--- config.mk ---
export PLATFORM = sky130hd
export DESIGN_NAME = hazard_ctrl
export DESIGN_NICKNAME = d
export VERILOG_FILES = /design/src/rtl/rns_pipe_pkg.sv /design/src/rtl/hazard_ctrl.sv
export SDC_FILE = /design/constraint.sdc
export NUM_CORES = 1
export LEC_CHECK = 0
export BUFFER_PORTS_ARGS = -buffer_cell sky130_fd_sc_hd__buf_2
export CAP_MARGIN = 25
export CORE_AREA = 3 3 40 42
export CTS_CLUSTER_DIAMETER = 40
export DETAILED_ROUTE_END_ITERATION = 6
export DIE_AREA = 0 0 43 45
export PLACE_DENSITY = 0.69
export SYNTH_ARGS = -nofsm -noshare
export SYNTH_HDL_FRONTEND = slang
export SYNTH_SLANG_ARGS = --single-unit
--- constraint.sdc ---
create_clock -name clk -period 1.8 [get_ports clk]
set_clock_uncertainty 0.15 [all_clocks]
set_input_delay 0.09 -clock clk [delete_from_list [all_inputs] [get_ports clk]]
set_output_delay 0.09 -clock clk [all_outputs]
set_load 0.005 [all_outputs]
--- src/rtl/rns_pipe_pkg.sv ---
// Shared RNS pipeline definitions: hazard FSM state encoding and register-address widths.
package rns_pipe_pkg;

  localparam int REG_ADDR_W = 4;
  localparam int OP3_ADDR_W = 3;
  localparam int MC_CNT_W   = 4;

  typedef enum logic [1:0] {
    RUN     = 2'd0,
    MC_WAIT = 2'd1,
    FLUSH   = 2'd2
  } hz_state_e;

endpackage

--- src/rtl/hazard_ctrl.sv ---
// Pipeline hazard controller: load-use stall, multi-cycle RNS op freeze, taken-branch flush.
// Optional stall statistics counter is built only when HAZARD_CTRL_STATS_EN is defined.
module hazard_ctrl
  import rns_pipe_pkg::*;
#(
  parameter int MC_LATENCY = 4,
  parameter int CNT_W      = 16
) (
  input  logic                  clk,
  input  logic                  rst,
  input  logic                  load_true_EX,
  input  logic [REG_ADDR_W-1:0] dest_addr_EX,
  input  logic [REG_ADDR_W-1:0] op1_addr_IFID,
  input  logic [REG_ADDR_W-1:0] op2_addr_IFID,
  input  logic [OP3_ADDR_W-1:0] op3_addr_IFID,
  input  logic [2:0]            op_used_IFID,
  input  logic                  mc_start_EX,
  input  logic                  branch_taken_EX,
`ifdef HAZARD_CTRL_STATS_EN
  output logic [CNT_W-1:0]      stall_cycles,
`endif
  output logic                  stall_PC,
  output logic                  stall_IFID,
  output logic                  stall_IDEX,
  output logic                  bubble_IDEX,
  output logic                  flush_IFID,
  output logic                  mc_busy,
  output logic                  mc_done
);

  if (MC_LATENCY < 2 || MC_LATENCY > 15 || CNT_W < 1) begin : g_bad_param
    $error("hazard_ctrl: MC_LATENCY must be 2..15 and CNT_W >= 1");
  end

  localparam logic [MC_CNT_W-1:0] MC_LOAD = MC_CNT_W'(MC_LATENCY - 2);

  hz_state_e             state_q, state_d;
  logic [MC_CNT_W-1:0]   mc_cnt_q, mc_cnt_d;

  logic hit1, hit2, hit3, load_use;
  logic stall_pc_c, stall_ifid_c, stall_idex_c, bubble_c, flush_c, busy_c, done_c;

  // op3 only names the lower half of the register file, so dest 8..15 never aliases it.
  assign hit1     = op_used_IFID[0] & (op1_addr_IFID == dest_addr_EX);
  assign hit2     = op_used_IFID[1] & (op2_addr_IFID == dest_addr_EX);
  assign hit3     = op_used_IFID[2] & ~dest_addr_EX[3] &
                    (op3_addr_IFID == dest_addr_EX[OP3_ADDR_W-1:0]);
  assign load_use = load_true_EX & (hit1 | hit2 | hit3);

  always_comb begin
    state_d      = state_q;
    mc_cnt_d     = mc_cnt_q;
    stall_pc_c   = 1'b0;
    stall_ifid_c = 1'b0;
    stall_idex_c = 1'b0;
    bubble_c     = 1'b0;
    flush_c      = 1'b0;
    busy_c       = 1'b0;
    done_c       = 1'b0;
    case (state_q)
      RUN: begin
        if (branch_taken_EX) begin
          flush_c  = 1'b1;
          bubble_c = 1'b1;
          state_d  = FLUSH;
        end else if (mc_start_EX) begin
          stall_pc_c   = 1'b1;
          stall_ifid_c = 1'b1;
          stall_idex_c = 1'b1;
          busy_c       = 1'b1;
          mc_cnt_d     = MC_LOAD;
          state_d      = MC_WAIT;
        end else if (load_use) begin
          stall_pc_c   = 1'b1;
          stall_ifid_c = 1'b1;
          bubble_c     = 1'b1;
        end
      end
      MC_WAIT: begin
        // EX is frozen: the pipeline holds until the edge that closes the done cycle.
        stall_pc_c   = 1'b1;
        stall_ifid_c = 1'b1;
        stall_idex_c = 1'b1;
        busy_c       = 1'b1;
        if (mc_cnt_q == '0) begin
          done_c  = 1'b1;
          state_d = RUN;
        end else begin
          mc_cnt_d = mc_cnt_q - 1'b1;
        end
      end
      FLUSH: begin
        flush_c = 1'b1;
        state_d = RUN;
      end
      default: state_d = RUN;
    endcase
  end

  // Outputs are forced low for the whole time rst is high, independent of clk.
  assign stall_PC    = stall_pc_c   & ~rst;
  assign stall_IFID  = stall_ifid_c & ~rst;
  assign stall_IDEX  = stall_idex_c & ~rst;
  assign bubble_IDEX = bubble_c     & ~rst;
  assign flush_IFID  = flush_c      & ~rst;
  assign mc_busy     = busy_c       & ~rst;
  assign mc_done     = done_c       & ~rst;

`ifdef HAZARD_CTRL_STATS_EN
  logic [CNT_W-1:0] stall_cnt_q, stall_cnt_d;

  always_comb begin
    stall_cnt_d = stall_cnt_q;
    if (stall_pc_c && !(&stall_cnt_q)) stall_cnt_d = stall_cnt_q + 1'b1;
  end

  assign stall_cycles = stall_cnt_q;
`endif

  always_ff @(posedge clk or posedge rst) begin
    if (rst) begin
      state_q     <= RUN;
      mc_cnt_q    <= '0;
`ifdef HAZARD_CTRL_STATS_EN
      stall_cnt_q <= '0;
`endif
    end else begin
      state_q     <= state_d;
      mc_cnt_q    <= mc_cnt_d;
`ifdef HAZARD_CTRL_STATS_EN
      stall_cnt_q <= stall_cnt_d;
`endif
    end
  end

endmodule
# Word level (Yosys, flattened, before mapping)

Index checks and enable logic that the tools add are counted.

$add $sub $neg: 1
Eq/ne operators: 10
Multiplexer cells: 22
Bitwise operators: 14
Reduce and logical (&&, ||, !) cells: 5

Operator list:

| kind                                              | count |
|---|---|
| two-way mux 4 bit                                 | 3 |
| two-way mux 1 bit                                 | 11 |
| AND 1 bit                                         | 10 |
| == test 4 bit                                     | 2 |
| != test 2 bit (second input constant)             | 4 |
| case mux 4 bit (2 select lines)                   | 1 |
| two-way mux 2 bit                                 | 3 |
| case mux 1 bit (2 select lines)                   | 3 |
| zero test 4 bit                                   | 1 |
| case mux 2 bit (2 select lines)                   | 1 |
| AND reduction 4 bit                               | 1 |
| subtractor 4 x 1 -> 4 bit (second input constant) | 1 |
| == test 3 bit                                     | 1 |
| != test 3 bit (second input constant)             | 1 |
| == test 2 x 1 -> 1 bit (second input constant)    | 1 |
| == test 2 bit (second input constant)             | 1 |
| zero test 2 bit                                   | 1 |
| NOT 1 bit                                         | 2 |
| bitwise OR 1 bit                                  | 2 |
| AND reduction 2 bit                               | 1 |
| nonzero test 2 bit                                | 1 |

Bits in registers: 6
Input bits: 23
Output and inout port bits: 7
Word-level logic and storage cells: 54

# Depth between registers and ports, before layout

Gate-level depths: netlist (run 1).

Depth after elaboration: 10
Depth in mapped cells: 6
Depth with buffers taken out: 6

# Least setup slack after synthesis (run 1)

No wires, ideal clock.

Path type: register to register
From: register mc_cnt_q[0]
To: register mc_cnt_q[1]
Setup time: 128 ps
Arrival: 1322 ps
Required time: 1522 ps
Path slack: 200 ps
Stages on the path, launching flop included: 7
Buffers on the path: 0
Clock period less this slack: 1600 ps
Path through: dfrtp_1 > inv_1 > ha_1 > or3b_4 > a22o_1 > nor2_1 > a31oi_1

Longest elaborated chain between the ends: 3
Elaborated cells between the ends (all ways): 6
Those cells by class: add/sub: 1; eq/ne: 1; mux: 2; reduce/logical: 2

Ends and longest elaborated chain:

| element                                                                | line                                 | source |
|---|---|---|
| from (decl)                                                            | hazard_ctrl.sv:38                    | `logic [MC_CNT_W-1:0] mc_cnt_q, mc_cnt_d;` |
| from (signal assigned)                                                 | hazard_ctrl.sv:129                   | `mc_cnt_q <= mc_cnt_d;` |
| subtractor 4 x 1 -> 4 bit or zero test 4 bit (tied branches)           | hazard_ctrl.sv:89, hazard_ctrl.sv:85 |  |
| two-way mux 4 bit or != test 2 bit (tied branches)                     | -                                    |  |
| case mux 4 bit (2 select lines) or AND reduction 4 bit (tied branches) | -                                    |  |

Parallel ways exist; a longest one is shown, timed or not. The select of a mux whose other input is x is not followed.
A chain may end at the register's enable or synchronous reset.

# Worst setup path after layout (run 1)

From: register mc_cnt_q[0]
To: output port mc_done

Longest elaborated chain between the ends: 4

Ends and longest elaborated chain:

| element           | line               | source |
|---|---|---|
| zero test 4 bit   | hazard_ctrl.sv:85  | `if (mc_cnt_q == '0) begin` |
| two-way mux 1 bit | hazard_ctrl.sv:85  |  |
| two-way mux 1 bit | hazard_ctrl.sv:60  | `case (state_q)` |
| AND 1 bit         | hazard_ctrl.sv:107 | `assign mc_done = done_c & ~rst;` |
| to (decl)         | hazard_ctrl.sv:28  | `output logic mc_done` |

Every way passes these cells.

==> results of run 1 <==
-- through the flow --
| stage | cells | power, µW | worst slack (ns) | util [%] | TNS [ns] |
|---|---|---|---|---|---|
| floorplan | 61 | 410.0 | 0.2001 | - | 0 |
| global placement | 103 | 491.0 | 0.1459 | 50.83 | 0 |
| detailed placement | 103 | 496.9 | 0.1108 | 50.83 | 0 |
| CTS | 111 | 686.0 | 0.01114 | 57.25 | 0 |
| global route | 111 | 797.1 | -0.03781 | 59.20 | -0.05402 |
| finish | 111 | 739.6 | 0.006908 | 59.20 | 0 |
-- cells in the final DEF, fill, tap and decap left out, drive strengths merged --
master       synthesis  layout
and3                 1       1
nand3                2       2
a211oi               1       1
or3b                 1       1
nor2                 5       5
nor2b                2       2
nor4bb               1       1
o21ai                4       4
a41oi                1       1
a31oi                1       1
xor2                10      10
nand3b               1       1
clkbuf               0       3
nand2                2       2
and2b                1       1
a21oi                4       4
dlygate4sd3          0       2
nor3                 6       6
ha                   1       1
buf                  2      32
nor3b                1       1
inv                  4       4
xnor2                2       2
dfrtp                6       6
a22o                 1       1
nor4                 1       1
-- power by group through the flow --
stage	clock (µW)	sequential, µW	combinational [µW]
after floorplan	0	219	191
after global placement	0	232	259
after detailed placement	0	234	263
after CTS	136	232	318
after global routing	141	240	417
final	130	234	376
-- sequential cells by signal (all words and copies together), names as in the netlist --
register and cells:
state_q 2, mc_cnt_q 4
-- worst max-delay path by stage --
stage	startpoint	endpoint	slack, ns	cells after the start
after floorplan	mc_cnt_q[0]$_DFFE_PP0P_	mc_cnt_q[1]$_DFFE_PP0P_	0.20	6
after global placement	mc_cnt_q[0]$_DFFE_PP0P_	mc_cnt_q[1]$_DFFE_PP0P_	0.15	6
after detailed placement	mc_cnt_q[0]$_DFFE_PP0P_	mc_cnt_q[1]$_DFFE_PP0P_	0.11	6
after CTS	mc_cnt_q[0]$_DFFE_PP0P_	mc_done	0.01	5
after global routing	mc_cnt_q[1]$_DFFE_PP0P_	mc_done	-0.04	5
final	mc_cnt_q[0]$_DFFE_PP0P_	mc_done	0.007	5
-- critical path: cells and delay by family (launching register included) --
kind	cells	cell delay (ns)
adder cells (fa/ha/maj)	1	0.13
buffers and inverters	2	0.22
flip-flops	1	0.38
AND/OR/NAND/NOR	2	0.57
-- synth_stat cells (all sizes together) --
master | number | area share [%]
ha | 1 | 2.5
nand3 | 2 | 2.0
nor3b | 1 | 1.5
nor4 | 1 | 1.2
nor2 | 5 | 3.7
buf | 2 | 3.0
nor3 | 6 | 6.0
nand3b | 1 | 1.5
a211oi | 1 | 1.5
a22o | 1 | 1.7
nor4bb | 1 | 2.0
a31oi | 1 | 1.2
o21ai | 4 | 4.0
inv | 4 | 3.0
nor2b | 2 | 2.5
dfrtp | 6 | 30
nand2 | 2 | 1.5
and3 | 1 | 1.2
xor2 | 10 | 17
a41oi | 1 | 1.7
a21oi | 4 | 4.0
and2b | 1 | 1.5
or3b | 1 | 2.2
xnor2 | 2 | 3.5
-- repair_timing --
item,4_1_cts,5_1_grt
hold endpoints to repair,7,0
cloned,0,0
gates resized for setup,4,6
pin swaps,1,2
setup buffers,3,0
endpoints found under the setup margin,1,5
hold buffers,2,0
-- per-layer routing --
| layer | vias up | GRT usage [%] |
|---|---|---|
| met5 | - | 0 |
| li1 | 285 | - |
| met1 | 264 | 17.11 |
| met4 | 0 | 8.434 |
| met3 | 3 | 3.586 |
| met2 | 18 | 27.54 |
-- cells by family (layout without fill, tap and decap cells) --
kind of cell             count (synthesis)  count (layout)  share of synthesized area [%]
adder cells (fa/ha/maj)                  1               1                          2.481
buffers and inverters                    6              41                          5.954
AO/OA/AOI/OAI                           12              12                          14.14
XOR/XNOR                                12              12                          20.84
AND/OR/NAND/NOR                         24              24                          26.80
flip-flops                               6               6                          29.78
-- layout make-up --
class | count | area share, %
inverter | 4 | 1.974
tap | 15 | 2.467
timing repair buffer | 34 | 24.67
clock buffer | 3 | 2.961
sequential | 6 | 19.74
multi-input combinational | 49 | 48.19
==> summary.txt, run 1 <==
Lkg Pwr: 0.0003820 µW
Syn Area/Cell: 8.266 µm²
Multi-input gate area: 366.6 µm²
dpl hpwl: 1043 µm
CP Max Fanout: 3
vias: 570
VDD IR-drop max: 0.0004765 V
Max Root-Sink Buffers: 2
final hold slack: 0.1090 ns
vias in the first global route: 555
CTS tree: built
Tmin final: 1.793 ns
max-cap viol count: 0
P_sw: 292.4 µW
Hold Path Origin: mc_start_EX
actual slew at the worst max-slew pin: 0.2499 ns
area post-placement: 653.1 µm²
Area growth, synth to finish: 50.87%
ant diodes: 0
Hold Path Depth: 3
wl on met1: 544 µm
clk_lat worst skew: 0.26 ns
Net Sw Frac: 39.53%
final hold vios: 0
Netlist Area Pre-Place: 504.2 µm²
WL per Instance: 12.46 µm
cell area power density: 972.2 mW/mm²
Nets: 122
grt ovf: 0
kind of end point of the critical path: output port
Syn Inst Count: 61
DR WL met3: 80 µm
via/cell ratio: 5.135
combinational fraction of design power: 50.8%
clk sinks: 6
synthesis-stage register bit count: 6
DR WL met2: 744 µm
Synth Warn #: 0
Max Used Layer: met4
first-pass GRT wire length: 2242 µm
Crit path arrival time: 1.55 ns
Die W: 43 µm
Final GP Congestion: 0.7448
initial antenna violation count: 0
power share of the clock group: 17.5%
FMAX: 0.5577 GHz
drc violations: 0
First-pass DRT Iterations: 4
fraction of layout cells with a size suffix above 1: 45.83%
final worst-path cycle share: 99.62%
Worst Hold End: mc_cnt_q[3]$_DFFE_PP0P_
reg2reg setup slack: 0.03 ns
RSZ-0062 raised after global routing: true
htree depth: 1
Mapped Nets: 85
Initial DRC Count: 8
Slew Limit Headroom: 83.21%
status: completed
WL final: 1383 µm
register area: 150.1 µm²
critical path type: reg -> out
Int Power: 447.2 µW
Seq pwr share: 31.6%
Num CTS Buffers: 3
Rows: 13
Worst R2R Path Depth: 6
Core ar.: 0.001285 mm²
Worst path slowest cell: dfrtp_1
sequential area share after synthesis: 29.78%
Buffers on Ports: 29
Reg-to-Reg End: mc_cnt_q[1]$_DFFE_PP0P_
fin area: 760.7 µm²
Die Ht: 45 µm
root buf cell: clkbuf_4
largest net degree at the start of global routing: 9
r2r startpoint: mc_cnt_q[0]$_DFFE_PP0P_
final setup vio count: 0
# IOs: 30
Reg clk slew, reported paths: 0.04 ns
initial core utilization: 39.24%
distinct cell type count after synthesis: 25
Post-DRT Antenna Nets: 0
Die Area: 0.001935 mm²
worst stage delay on the critical path: 0.38 ns
Hold/Removal Path Class: in -> reg
gr usage total: 15.48%
Required @ worst endpoint: 1.56 ns
Max Transition Viols Final: 0
startpoint types: flop
CP Cell Sequence: inv_2, ha_4, or3b_4, nor3b_2, buf_2
fillers: 118
Power figures use the tool's default switching activity.
==> run 2: changes to the inputs <==
==> config.mk (replaced) <==
export PLATFORM = sky130hd
export DESIGN_NAME = hazard_ctrl
export DESIGN_NICKNAME = d
export VERILOG_FILES = /design/src/rtl/rns_pipe_pkg.sv /design/src/rtl/hazard_ctrl.sv
export SDC_FILE = /design/constraint.sdc
export NUM_CORES = 1
export LEC_CHECK = 0
export CORE_AREA = 3 3 40 42
export CTS_CLUSTER_DIAMETER = 40
export DETAILED_ROUTE_END_ITERATION = 6
export DIE_AREA = 0 0 43 45
export DONT_BUFFER_PORTS = 1
export PLACE_DENSITY = 0.5
export SYNTH_ARGS = -nofsm -noshare
export SYNTH_HDL_FRONTEND = slang
export SYNTH_SLANG_ARGS = --single-unit
==> run 2 against run 1 <==
Compared with the run above: first-iteration DRC count decreased by 63%; maximum frequency increased by 2.8%; via count decreased by 27%; count of clock-buffer cells in the layout unchanged; routed wire length decreased by 17%; register-to-register slack improved by 0.08 ns; sequential cell count unchanged; global-route usage decreased by 2.1 points; non-clock buffer count decreased by 32; total power decreased by 21%; largest cell class unchanged; setup slack improved by 0.049 ns; utilization decreased by 16 points; critical endpoint unchanged.
==> summary.txt, run 2 (same netlist as run 1, synthesis figures left out) <==
final hold slack: 0.02744 ns
ant diodes: 0
Die Ht: 45 µm
Tmin final: 1.744 ns
dpl hpwl: 880 µm
Worst path slowest cell: dfrtp_1
Required @ worst endpoint: 1.56 ns
CTS tree: built
htree depth: 1
most flop-heavy register: mc_cnt_q
actual slew at the worst max-slew pin: 0.3716 ns
FMAX: 0.5733 GHz
Num CTS Buffers: 3
Nets: 90
final hold vios: 0
initial core utilization: 39.24%
final setup TNS: 0 ns
initial antenna violation count: 0
Final GP Congestion: 0.8226
startpoint types: flop
Slew Limit Headroom: 75.03%
largest net degree at the start of global routing: 9
Buffers on Ports: 0
Tot Pwr: 585.5 µW
vias: 418
First-pass DRT Iterations: 2
CP Max Fanout: 4
via/cell ratio: 5.291
vias in the first global route: 413
RSZ-0062 raised after global routing: false
status: completed
worst stage delay on the critical path: 0.40 ns
# IOs: 30
Worst R2R Path Depth: 6
Max Transition Viols Final: 0
root buf cell: clkbuf_4
area post-placement: 508.0 µm²
WL per Instance: 14.47 µm
clk sinks: 6
most common cell after layout, fill and taps aside: xor2_1
fin area: 558.0 µm²
VDD IR-drop max: 0.0003877 V
final worst-path cycle share: 96.91%
final setup vio count: 0
Reg clk slew, reported paths: 0.05 ns
Initial DRC Count: 3
Hold/Removal Path Class: in -> reg
Post-DRT Antenna Nets: 0
Top Registers: mc_cnt_q x4, state_q x2
Core ar.: 0.001285 mm²
reg2reg setup slack: 0.11 ns
Die Area: 0.001935 mm²
Lkg Pwr: 0.0002410 µW
Max Root-Sink Buffers: 2
max-cap viol count: 0
gr usage total: 13.41%
critical path type: reg -> out
WL final: 1143 µm
cell area power density: 1049 mW/mm²
drc violations: 0
first-pass GRT wire length: 1800 µm
CP Cell Sequence: inv_1, ha_2, or3b_4, nor3b_2
Crit path arrival time: 1.50 ns
fraction of layout cells with a size suffix above 1: 10.94%
max reg flops: 4
grt ovf: 0
Area growth, synth to finish: 10.67%
kind of end point of the critical path: output port
Rows: 13
Layout Utilization: 43.43%
fillers: 132
commonest non-fill, non-tap cells in the layout: xor2_1, nor3_1, dfrtp_1
Hold Path Depth: 2
Die W: 43 µm
post-CTS setup buffers: 0
clk_lat worst skew: 0.26 ns
==> run 2: cell types whose count changed in the layout (fill, tap and decap cells not counted) <==
cell | before | now
inv_1 | 2 | 3
inv_2 | 2 | 1
buf_4 | 3 | 0
nor2_4 | 1 | 0
a31oi_1 | 0 | 1
nor2_1 | 4 | 5
a22o_4 | 1 | 0
buf_2 | 29 | 0
nor2b_2 | 1 | 0
ha_2 | 0 | 1
ha_4 | 1 | 0
nor2b_1 | 1 | 2
a22o_1 | 0 | 1
a31oi_2 | 1 | 0
==> run 2: power by group <==
part / leakage, µW / total, µW / switching, µW / internal [µW]
sequential: 0.0000748 / 235 / 55.2 / 179
clock: 0.0000138 / 131 / 54.8 / 75.8
combinational: 0.000152 / 220 / 118 / 102
==> run 2: layout make-up <==
cell class	instances	area, µm²	share of cell area [%]
timing repair buffer	2	20.02	3.587
clock buffer	3	22.52	4.036
sequential	6	150.1	26.91
inverter	4	15.01	2.691
multi-input combinational	49	331.6	59.42
tap	15	18.77	3.363
==> run 2: path summary, 6_finish.rpt <==
path,from,end
max,mc_cnt_q[1]$_DFFE_PP0P_,mc_done
min in group asynchronous,rst,state_q[1]$_DFFE_PP0P_
max reg2reg,mc_cnt_q[1]$_DFFE_PP0P_,mc_cnt_q[1]$_DFFE_PP0P_
min reg2reg,state_q[0]$_DFFE_PP0P_,state_q[1]$_DFFE_PP0P_
max in group asynchronous,rst,mc_cnt_q[3]$_DFFE_PP0P_
min,mc_start_EX,mc_cnt_q[3]$_DFFE_PP0P_
==> run 2: what timing repair did <==
item                                    4_1_cts  5_1_grt
endpoints found under the hold margin         8        0
endpoints found under the setup margin        1        1
resized for setup                             1        2
hold buffers                                  2        0
==> run 2: routing by layer <==
metal / track usage (%) / vias to the layer above / routed length, µm
li1: - / 222 / -
met1: 15.72 / 178 / 542
met4: 10.84 / 0 / 31
met3: 7.570 / 4 / 116
met5: 0 / - / 0
met2: 17.66 / 14 / 452
==> run 2: metrics by stage <==
stage          std cells  setup slack, ns
2_1_floorplan         61           0.2001
3_3_place_gp          74           0.1530
3_5_place_dp          74           0.1303
4_1_cts               79          0.04768
5_1_grt               79          0.01391
6_report              79          0.05566
==> run 2: worst max-delay path, delay by kind of cell (launching register included) <==
family | cells | cell delay [ns]
AND/OR/NAND/NOR | 2 | 0.60
flip-flops | 1 | 0.40
adder cells (fa/ha/maj) | 1 | 0.18
buffers and inverters | 1 | 0.07
==> run 3: changes to the inputs <==
--- a/config.mk
+++ b/config.mk
@@ -5,12 +5,17 @@
 export SDC_FILE = /design/constraint.sdc
 export NUM_CORES = 1
 export LEC_CHECK = 0
-export CORE_AREA = 3 3 40 42
+export ABC_AREA = 1
+export CAP_MARGIN = 20
+export CELL_PAD_IN_SITES_DETAIL_PLACEMENT = 2
+export CELL_PAD_IN_SITES_GLOBAL_PLACEMENT = 2
+export CORE_ASPECT_RATIO = 1.1
+export CORE_MARGIN = 3
+export CORE_UTILIZATION = 28
 export CTS_CLUSTER_DIAMETER = 40
 export DETAILED_ROUTE_END_ITERATION = 6
-export DIE_AREA = 0 0 43 45
 export DONT_BUFFER_PORTS = 1
-export PLACE_DENSITY = 0.5
+export PLACE_DENSITY = 0.72
 export SYNTH_ARGS = -nofsm -noshare
 export SYNTH_HDL_FRONTEND = slang
 export SYNTH_SLANG_ARGS = --single-unit
==> run 3 against run 2 <==
Compared with the run above: critical path depth grew 1; final cell count rose by 66%; sequential cell count unchanged; hold slack better by 0.025 ns; cell area grew 17%; largest cell class unchanged; sequential power fell by 12%; via count increased by 43%; clock power about the same; maximum frequency is 9.9% higher; utilization shrank 9.0 points; register-to-register slack better by 0.23 ns; non-clock buffer count is the same.
==> summary.txt, run 3 <==
final hold slack: 0.05276 ns
first-pass GRT wire length: 2642 µm
Num CTS Buffers: 3
Worst path slowest cell: dfrtp_1
Lkg Pwr: 0.0003606 µW
Post-synth EDFFs: 0
DR WL met3: 98 µm
max reg flops: 4
DR WL met2: 760 µm
vias: 597
worst slack at placement: 0.3168 ns
final hold vios: 0
Max Root-Sink Buffers: 2
distinct cell type count after synthesis: 19
Synth area leaders: dfrtp_1, nand2_1, inv_1
Tmin final: 1.587 ns
max-cap viol count: 0
Critical path buffers and inverters: 1
final worst-path cycle share: 88.17%
WL final: 1616 µm
Max Transition Viols Final: 0
commonest non-fill, non-tap cells in the layout: nand2_1, inv_1, nor2_1
Required @ worst endpoint: 1.56 ns
Die Area: 0.002712 mm²
final setup vio count: 0
Async SR Flop Fraction: 100.0%
Die W: 49.93 µm
Layout Utilization: 34.47%
Netlist Area Pre-Place: 594.3 µm²
Area growth, synth to finish: 10.32%
Post-DRT Antenna Nets: 0
Core ar.: 0.001902 mm²
Slew Limit Headroom: 80.11%
fraction of layout cells with a size suffix above 1: 11.54%
Rows: 16
reg2reg setup slack: 0.34 ns
Reg clk slew, reported paths: 0.05 ns
status: completed
synthesis-stage register bit count: 6
CP dominant cell by count: nor2_1
Max Used Layer: met4
Synth Warn #: 0
RSZ-0062 raised after global routing: false
Crit path arrival time: 1.35 ns
Hold/Removal Path Class: in -> reg
dpl cells: 126
First-pass DRT Iterations: 4
critical path type: reg -> out
kind of end point of the critical path: output port
Reg-to-Reg End: mc_cnt_q[2]$_DFFE_PP0P_
root buf cell: clkbuf_4
cell area power density: 965.7 mW/mm²
Initial DRC Count: 7
wl on met1: 723 µm
FMAX: 0.6301 GHz
Syn Inst Count: 101
CP Max Fanout: 4
CTS tree: built
via/cell ratio: 4.557
Hold Path Origin: mc_start_EX
most common cell after layout, fill and taps aside: nand2_1
largest net degree at the start of global routing: 9
dpl hpwl: 1401 µm
gr usage total: 13.48%
vias in the first global route: 614
grt ovf: 0
drc violations: 0
Nets: 130
Top Registers: mc_cnt_q x4, state_q x2
final setup TNS: 0 ns
worst stage delay on the critical path: 0.42 ns
Die Ht: 54.32 µm
Mapped Nets: 125
cell taking the most area after synthesis: dfrtp_1
top-area cell type share of the netlist area: 25.26%
Stages on worst setup path: 5
setup slack after layout: 0.2130 ns
actual slew at the worst max-slew pin: 0.2980 ns
WL per Instance: 12.34 µm
# IOs: 30
Syn Area/Cell: 5.884 µm²
htree depth: 1
clk_lat worst skew: 0.25 ns
r2r startpoint: mc_cnt_q[0]$_DFFE_PP0P_
Final GP Congestion: 0.7545
ant diodes: 0
CP Cell Sequence: nor2_2, inv_2, nor3_4, nor2_1, nor2_1
Buffers on Ports: 0
most flop-heavy register: mc_cnt_q
final cell count without fillers: 131
Worst Hold End: state_q[0]$_DFFE_PP0P_
Worst R2R Path Depth: 8
most common cell in the netlist: nand2_1
startpoint types: flop
synth cell count leaders: nand2_1, inv_1, nor2_1
sequential area share after synthesis: 25.26%
clk sinks: 6
initial core utilization: 31.25%
Largest delay share family, worst path: simple AND/OR/NAND/NOR gates
initial antenna violation count: 0
VDD IR-drop max: 0.0004301 V
Hold Path Depth: 4
prevailing post-synth register cell: dfrtp_1
## run 3: cell count changes in the layout (fill, tap and decap cells not counted), sizes merged, moves of 2 or more
cell	delta
a21oi	-2
inv	+18
nor2	+13
xor2	-10
nand2	+28
nand3	+4
nor2b	-2
## run 3: how the worst max path moves through the flow
stage                             from                 endpoint  slack [ns]
2_1_floorplan  mc_cnt_q[0]$_DFFE_PP0P_  mc_cnt_q[2]$_DFFE_PP0P_        0.47
3_3_place_gp   mc_cnt_q[0]$_DFFE_PP0P_  mc_cnt_q[2]$_DFFE_PP0P_        0.42
3_5_place_dp   mc_cnt_q[0]$_DFFE_PP0P_  mc_cnt_q[2]$_DFFE_PP0P_        0.32
4_1_cts         state_q[1]$_DFFE_PP0P_                  mc_busy        0.21
6_report        state_q[1]$_DFFE_PP0P_                  mc_busy        0.21
5_1_grt         state_q[1]$_DFFE_PP0P_                  mc_busy         0.1
## run 3: power by group
group          switching [µW]  internal [µW]  leakage [µW]
clock network            53.9           75.8     0.0000138
registers                27.3            179     0.0000744
logic                     196            102      0.000272
## run 3: cells by family after synthesis
family	after synthesis	synth area share, %
AND/OR/NAND/NOR	59	44.00
XOR/XNOR	2	2.948
buffers and inverters	25	17.26
AO/OA/AOI/OAI	8	8.421
flip-flops	6	25.26
adder cells (fa/ha/maj)	1	2.105
## run 3: per-stage QoR
step	power (µW)	cell area, µm²
floorplan	463.1	594.3
global placement	492.0	613.1
detailed placement	509.1	613.1
CTS	648.2	655.6
global route	698.1	655.6
finish	633.1	655.6
## run 3: worst register-to-register path, stage by stage, from the launching register on
cell	delay (ns)
dfrtp_1	0.35
inv_1	0.10
ha_1	0.18
nand3_1	0.13
nand2_2	0.15
clkinv_2	0.07
nand2_1	0.07
o21ai_0	0.07
a21oi_1	0.11
## run 3: area by class of cell
cell class / instances / area (µm²)
well taps: 27 / 33.78
clock buffers: 3 / 22.52
multi-input cells: 70 / 341.6
fillers: 259 / 1246
inverters: 23 / 87.58
repair buffers: 2 / 20.02
flip-flops and latches: 6 / 150.1
## run 3: per-layer routing
metal	global-route usage (%)	vias up
met5	0	-
met2	22.91	17
li1	-	309
met4	8.295	0
met1	15.21	267
met3	3.815	4
## run 3: what timing repair did
item,4_1_cts,5_1_grt
hold buffers,2,0
setup buffers,0,0
endpoints found under the hold margin,9,0
resized for setup,0,0
